===== src/rtl/fetch_pkg.sv =====
// Shared types and constants for the instruction-fetch stage.
package fetch_pkg;

    localparam int XLEN        = 32;
    localparam int INSTR_BYTES = 4;
    localparam logic [XLEN-1:0] NOP_INSTR = 32'h0000_0013;

    typedef struct packed {
        logic [XLEN-1:0] pc;
        logic [XLEN-1:0] instr;
    } fetch_entry_t;

endpackage


===== src/rtl/fetch_unit_if.sv =====
// Fetch-stage bus: combinational instruction-memory port plus the decode handshake.
interface fetch_unit_if;
    import fetch_pkg::*;

    logic [XLEN-1:0] imem_addr;
    logic [XLEN-1:0] imem_instr;
    logic            out_valid;
    logic            out_ready;
    logic [XLEN-1:0] out_pc;
    logic [XLEN-1:0] out_instr;

    modport master (
        output imem_addr,
        input  imem_instr,
        output out_valid,
        output out_pc,
        output out_instr,
        input  out_ready
    );

    modport slave (
        input  imem_addr,
        output imem_instr,
        input  out_valid,
        input  out_pc,
        input  out_instr,
        output out_ready
    );

endinterface


===== src/rtl/fetch_fifo.sv =====
// Generic DEPTH-entry synchronous FIFO of {pc, instr}; flush empties it without clearing storage.
module fetch_fifo
    import fetch_pkg::*;
#(
    parameter int DEPTH = 2
) (
    input  logic                   clk,
    input  logic                   rst,
    input  logic                   push,
    input  logic                   pop,
    input  logic                   flush,
    input  fetch_entry_t           wr_data,
    output logic [$clog2(DEPTH):0] count,
    output fetch_entry_t           head
);

    localparam int PTR_W = $clog2(DEPTH);
    localparam int CNT_W = PTR_W + 1;

    fetch_entry_t     mem [DEPTH];
    logic [PTR_W-1:0] rd_ptr;
    logic [PTR_W-1:0] wr_ptr;

    // Flush wins over push/pop; pointers wrap naturally since DEPTH is a power of two.
    always_ff @(posedge clk or posedge rst) begin
        if (rst) begin
            rd_ptr <= '0;
            wr_ptr <= '0;
            count  <= '0;
            for (int i = 0; i < DEPTH; i++) begin
                mem[i] <= '0;
            end
        end else if (flush) begin
            count  <= '0;
            rd_ptr <= wr_ptr;
        end else begin
            if (push) begin
                mem[wr_ptr] <= wr_data;
                wr_ptr      <= wr_ptr + PTR_W'(1);
            end
            if (pop) begin
                rd_ptr <= rd_ptr + PTR_W'(1);
            end
            if (push && !pop) begin
                count <= count + CNT_W'(1);
            end else if (pop && !push) begin
                count <= count - CNT_W'(1);
            end
        end
    end

    assign head = mem[rd_ptr];

endmodule


===== src/rtl/fetch_unit.sv =====
// Instruction-fetch stage: owns the PC, fetches one word per cycle into a skid FIFO.
// Optional MISALIGN_TRAP_EN: misaligned redirects raise misalign_fault and keep the PC.
module fetch_unit
    import fetch_pkg::*;
#(
    parameter logic [31:0] RESET_PC  = 32'h0000_0000,
    parameter int          BUF_DEPTH = 2
) (
    input  logic                       clk,
    input  logic                       rst,
    fetch_unit_if.master               bus,
    input  logic                       fetch_stall,
    input  logic                       redirect_valid,
    input  logic [XLEN-1:0]            redirect_target,
    output logic [$clog2(BUF_DEPTH):0] buf_count
`ifdef MISALIGN_TRAP_EN
    ,
    output logic                       misalign_fault
`endif
);

    localparam int CNT_W = $clog2(BUF_DEPTH) + 1;

    logic [XLEN-1:0] pc_q;
    logic [XLEN-1:0] redirect_pc;
    logic            push;
    logic            pop;
    fetch_entry_t    wr_entry;
    fetch_entry_t    head;

    assign bus.imem_addr = pc_q;
    assign bus.out_valid = (buf_count != '0);
    assign bus.out_pc    = head.pc;
    assign bus.out_instr = head.instr;

    // A full buffer may still accept a fetch when decode drains the head the same cycle.
    assign pop  = bus.out_valid && bus.out_ready;
    assign push = !redirect_valid && !fetch_stall &&
                  ((buf_count < CNT_W'(BUF_DEPTH)) || pop);

    assign wr_entry.pc    = pc_q;
    assign wr_entry.instr = bus.imem_instr;

`ifdef MISALIGN_TRAP_EN
    logic misaligned;
    assign misaligned  = (redirect_target[1:0] != 2'b00);
    assign redirect_pc = misaligned ? pc_q : (redirect_target & ~XLEN'(3));

    always_ff @(posedge clk or posedge rst) begin
        if (rst) begin
            misalign_fault <= 1'b0;
        end else begin
            misalign_fault <= redirect_valid && misaligned;
        end
    end
`else
    assign redirect_pc = redirect_target & ~XLEN'(3);
`endif

    always_ff @(posedge clk or posedge rst) begin
        if (rst) begin
            pc_q <= RESET_PC;
        end else if (redirect_valid) begin
            pc_q <= redirect_pc;
        end else if (push) begin
            pc_q <= pc_q + XLEN'(INSTR_BYTES);
        end
    end

    fetch_fifo #(
        .DEPTH (BUF_DEPTH)
    ) u_fifo (
        .clk     (clk),
        .rst     (rst),
        .push    (push),
        .pop     (pop),
        .flush   (redirect_valid),
        .wr_data (wr_entry),
        .count   (buf_count),
        .head    (head)
    );

endmodule


===== src/flat_wrapper.sv =====
// flat-port wrapper written by rule: the top's interface ports become plain ports
module fetch_unit_flat import fetch_pkg::*;
#(
    parameter logic [31:0] RESET_PC  = 32'h0000_0000,
    parameter int          BUF_DEPTH = 2
)
  (clk, rst, fetch_stall, redirect_valid, redirect_target, buf_count, bus_imem_addr, bus_imem_instr, bus_out_valid, bus_out_pc, bus_out_instr, bus_out_ready);
  fetch_unit_if bus_i ();
  input  logic clk;
  input  logic rst;
  input  logic fetch_stall;
  input  logic redirect_valid;
  input  logic [XLEN-1:0] redirect_target;
  output logic [$clog2(BUF_DEPTH):0] buf_count;
  output wire logic [$bits(bus_i.imem_addr)-1:0] bus_imem_addr;
  input wire logic [$bits(bus_i.imem_instr)-1:0] bus_imem_instr;
  output wire logic [$bits(bus_i.out_valid)-1:0] bus_out_valid;
  output wire logic [$bits(bus_i.out_pc)-1:0] bus_out_pc;
  output wire logic [$bits(bus_i.out_instr)-1:0] bus_out_instr;
  input wire logic [$bits(bus_i.out_ready)-1:0] bus_out_ready;
  assign bus_imem_addr = bus_i.imem_addr;
  assign bus_i.imem_instr = bus_imem_instr;
  assign bus_out_valid = bus_i.out_valid;
  assign bus_out_pc = bus_i.out_pc;
  assign bus_out_instr = bus_i.out_instr;
  assign bus_i.out_ready = bus_out_ready;
  fetch_unit #(.RESET_PC(RESET_PC), .BUF_DEPTH(BUF_DEPTH)) u_core (.clk(clk), .rst(rst), .bus(bus_i), .fetch_stall(fetch_stall), .redirect_valid(redirect_valid), .redirect_target(redirect_target), .buf_count(buf_count));
endmodule

===== config.mk =====
export PLATFORM = sky130hd
export DESIGN_NAME = fetch_unit_flat
export DESIGN_NICKNAME = d
export VERILOG_FILES = /design/src/rtl/fetch_pkg.sv /design/src/rtl/fetch_unit_if.sv /design/src/rtl/fetch_fifo.sv /design/src/rtl/fetch_unit.sv /design/src/flat_wrapper.sv
export SDC_FILE = /design/constraint.sdc
export NUM_CORES = 1
export LEC_CHECK = 0
export CAP_MARGIN = 20
export CORE_UTILIZATION = 45
export CTS_BUF_LIST = sky130_fd_sc_hd__clkbuf_4 sky130_fd_sc_hd__clkbuf_8 sky130_fd_sc_hd__clkbuf_16
export DETAILED_ROUTE_END_ITERATION = 16
export GPL_ROUTABILITY_DRIVEN = 0
export PLACE_DENSITY = 0.72
export SETUP_SLACK_MARGIN = 0.1
export SLEW_MARGIN = 20
export SYNTH_ARGS = -nofsm -noshare
export SYNTH_HDL_FRONTEND = slang
export SYNTH_HIERARCHICAL = 1
export SYNTH_SLANG_ARGS = --single-unit
export TNS_END_PERCENT = 50

===== constraint.sdc =====
create_clock -name clk -period 5.3 [get_ports clk]
set_clock_uncertainty 0.05 [all_clocks]
set_input_delay 1.06 -clock clk [delete_from_list [all_inputs] [get_ports clk]]
set_output_delay 1.06 -clock clk [all_outputs]
set_load 0.01 [all_outputs]

==> run metrics <==
H-tree levels 4; IO buf count 163; area of the mapped netlist 7640 um2; Residual DRC 0; Fin Setup TNS 0 ns; CTS buffer count 17; Vias/cell 5.52; crit path DAT 2.69 ns; post-synthesis xor/xnor area fraction 1.38%; Synth Area in Simple Gates 8.96%; Fillers 1310; vias in the first global route 5675; clk sinks 162; Startpoint Class flip-flop; area grow syn2layout 32.3%; commonest non-fill, non-tap cells in the layout clkdlybuf4s50_1 (163), dfrtp_1 (161), mux2_2 (127); Post-CTS Setup Inserts 0; Top Ports 168; Post-Synth Adder-Cell Area 0.164%; largest family of logic cells by synthesized area multiplexers; crit path cell chain buf_4, mux2_2, clkdlybuf4s50_1; crit path time final 3.80 ns; Worst-Skew Late Latency 0.42 ns; Worst path max stage delay 1.01 ns; Final Hold Vio Count 0; CTS tree done; DR iter-0 viols 341; register area share after synthesis 53.0%; CTS Buffer Depth 2; initial antenna violation count 0; max-slew violations 0; cts hold-fix bufs 0; wl on met1 7550 um; Core Util, Final 61.0%; fmax 263 MHz; met3 WL 849 um; TritonRoute pass-1 iters 5; dpl hpwl 12200 um; Crit-path slowest cell dfrtp_2; CTS resizes 0; Die X 132 um; wire length on met2 9100 um; Crit Path Max Fanout 40; Synth Area in Compound Gates 4.45%; Setup Viol. Count Final 0; outcome finished, final reports clean; Ys Warns 6; Antenna Nets Post-Route 0; global-route usage over all layers 21.3%; first-pass GRT wire length 29400 um; CP Data Required Time 4.19 ns; Hold Crit Class reg -> reg; Pwr Total 0.00569 W; FP Rows 47; asr flop ratio synth 100%; worst reg2reg setup slack 2.22 ns; grt ovf 0; critical path class reg -> out; Leak Pwr 4.08 nW; vias 5394; Initial Util 46.1%; Mapped Cells 585; RSZ-0062 raised after global routing false; EDFF count, synth 0; Worst VDD drop 316 uV; Distinct cells, synth 43; flops & latches, synth 162; Avg Inst Size Synth 13.1 um2; WL/cell 18.2 um; die area 17500 um2; most common cell after layout, fill and taps aside clkdlybuf4s50_1; worst slew pin tran 1.04 ns; Core Box Area 16600 um2; CP endpoint kind output port; DRT Wirelength 17800 um; n_diodes 0; most frequently used flop master after synthesis dfrtp_1; Vert. Die Dim 132 um; hold_ws 0.437 ns; largest net degree at the start of global routing 73; Root Driver clkbuf_16; final worst-path cycle share 71.7%; Slew headroom 30.7%; Highest Signal Layer met4; max_cap viols 0; nets@finish 815; layout cells sized above 1 23.2%; clk slew on worst S/H paths 0.06 ns; mux contribution to synthesized area 28.4%; pwr dens 563 nW/um2
## report_power, final
| group | switching (W) | leakage (nW) | internal (W) | total [W] |
|---|---|---|---|---|
| Clock | 0.000484 | 0.334 | 0.000936 | 0.00142 |
| Sequential | 0.000354 | 1.93 | 0.00176 | 0.00211 |
| Combinational | 0.000763 | 1.82 | 0.00139 | 0.00215 |
## flip-flops by register name (all words and copies together) (netlist names)
register / count
u_core/bus.imem_addr: 30
u_core/u_fifo/count: 2
u_core/u_fifo/mem: 128
u_core/u_fifo/rd_ptr: 1
u_core/u_fifo/wr_ptr: 1
## worst max-delay path, delay by kind of cell, from the launching register on
kind                   cells  cell delay (ns)
muxes                      1             0.35
buffers and inverters      2             0.89
DFF                        1             1.01
## per-stage QoR
stage                     cells  setup WS (ns)  cell area, um2
after floorplan             590          0.664            7660
after global placement      945           1.34            9400
after detailed placement    945           1.20            9400
after CTS                   976           1.44           10100
after global routing        977           1.36           10100
final                       977           1.50           10100
## final timing paths
| path | start | cells past startpoint | end |
|---|---|---|---|
| setup reg to reg | u_core/u_fifo/count[1]$_DFFE_PP0P_ | 5 | u_core/u_fifo/mem[63]$_DFFE_PP0P_ |
| hold / removal | u_core/u_fifo/mem[13]$_DFFE_PP0P_ | 1 | u_core/u_fifo/mem[13]$_DFFE_PP0P_ |
| hold reg to reg | u_core/u_fifo/mem[13]$_DFFE_PP0P_ | 1 | u_core/u_fifo/mem[13]$_DFFE_PP0P_ |
| max in group asynchronous | rst | 3 | u_core/u_fifo/mem[58]$_DFFE_PP0P_ |
| min in group asynchronous | rst | 3 | u_core/bus.imem_addr[6]$_DFFE_PP0P_ |
| setup / recovery | u_core/u_fifo/rd_ptr$_DFFE_PP0P_ | 3 | bus_out_pc[1] |
## per-layer routing
| layer | global-route usage, % | vias up |
|---|---|---|
| met3 | 4.38 | 21 |
| met5 | 0 | - |
| met1 | 27.2 | 2725 |
| li1 | - | 2456 |
| met4 | 7.47 | 0 |
| met2 | 35.9 | 192 |
## cells by family (layout without fill, tap and decap cells)
group | Yosys count | count (layout)
adders and majority gates | 1 | 1
buffers and inverters | 42 | 209
and+or+nand+nor | 122 | 122
AOI/OAI and AO/OA | 52 | 52
xor gates and xnor gates | 12 | 12
muxes | 193 | 193
other | 1 | 6
DFF | 162 | 162
## synthesized netlist by cell type (all sizes together) (7+ instances only)
| cell type | number | share of area [%] |
|---|---|---|
| mux2 | 192 | 28 |
| or4 | 14 | 1.4 |
| xnor2 | 11 | 1.3 |
| clkbuf | 11 | 0.54 |
| dfrtp | 162 | 53 |
| a31oi | 16 | 1.3 |
| buf | 27 | 2.8 |
| o21ai | 15 | 0.98 |
| nor2 | 20 | 1.1 |
| nand3 | 13 | 0.85 |
| o31ai | 12 | 1.2 |
| nand4 | 9 | 0.74 |
| nand2 | 24 | 1.2 |
| nor3 | 7 | 0.46 |
## layout make-up
class                      instances  area [um2]  share of cell area (%)
sequential                       162        4060                    40.1
multi-input combinational        386        3340                    33.0
timing repair buffer             174        1730                    17.2
clock buffer                      18         433                    4.28
tap                              220         275                    2.72
clock inverter                    13         258                    2.55
inverter                           4        17.5                   0.173
Note: power is estimated with default switching activity, not from simulation.
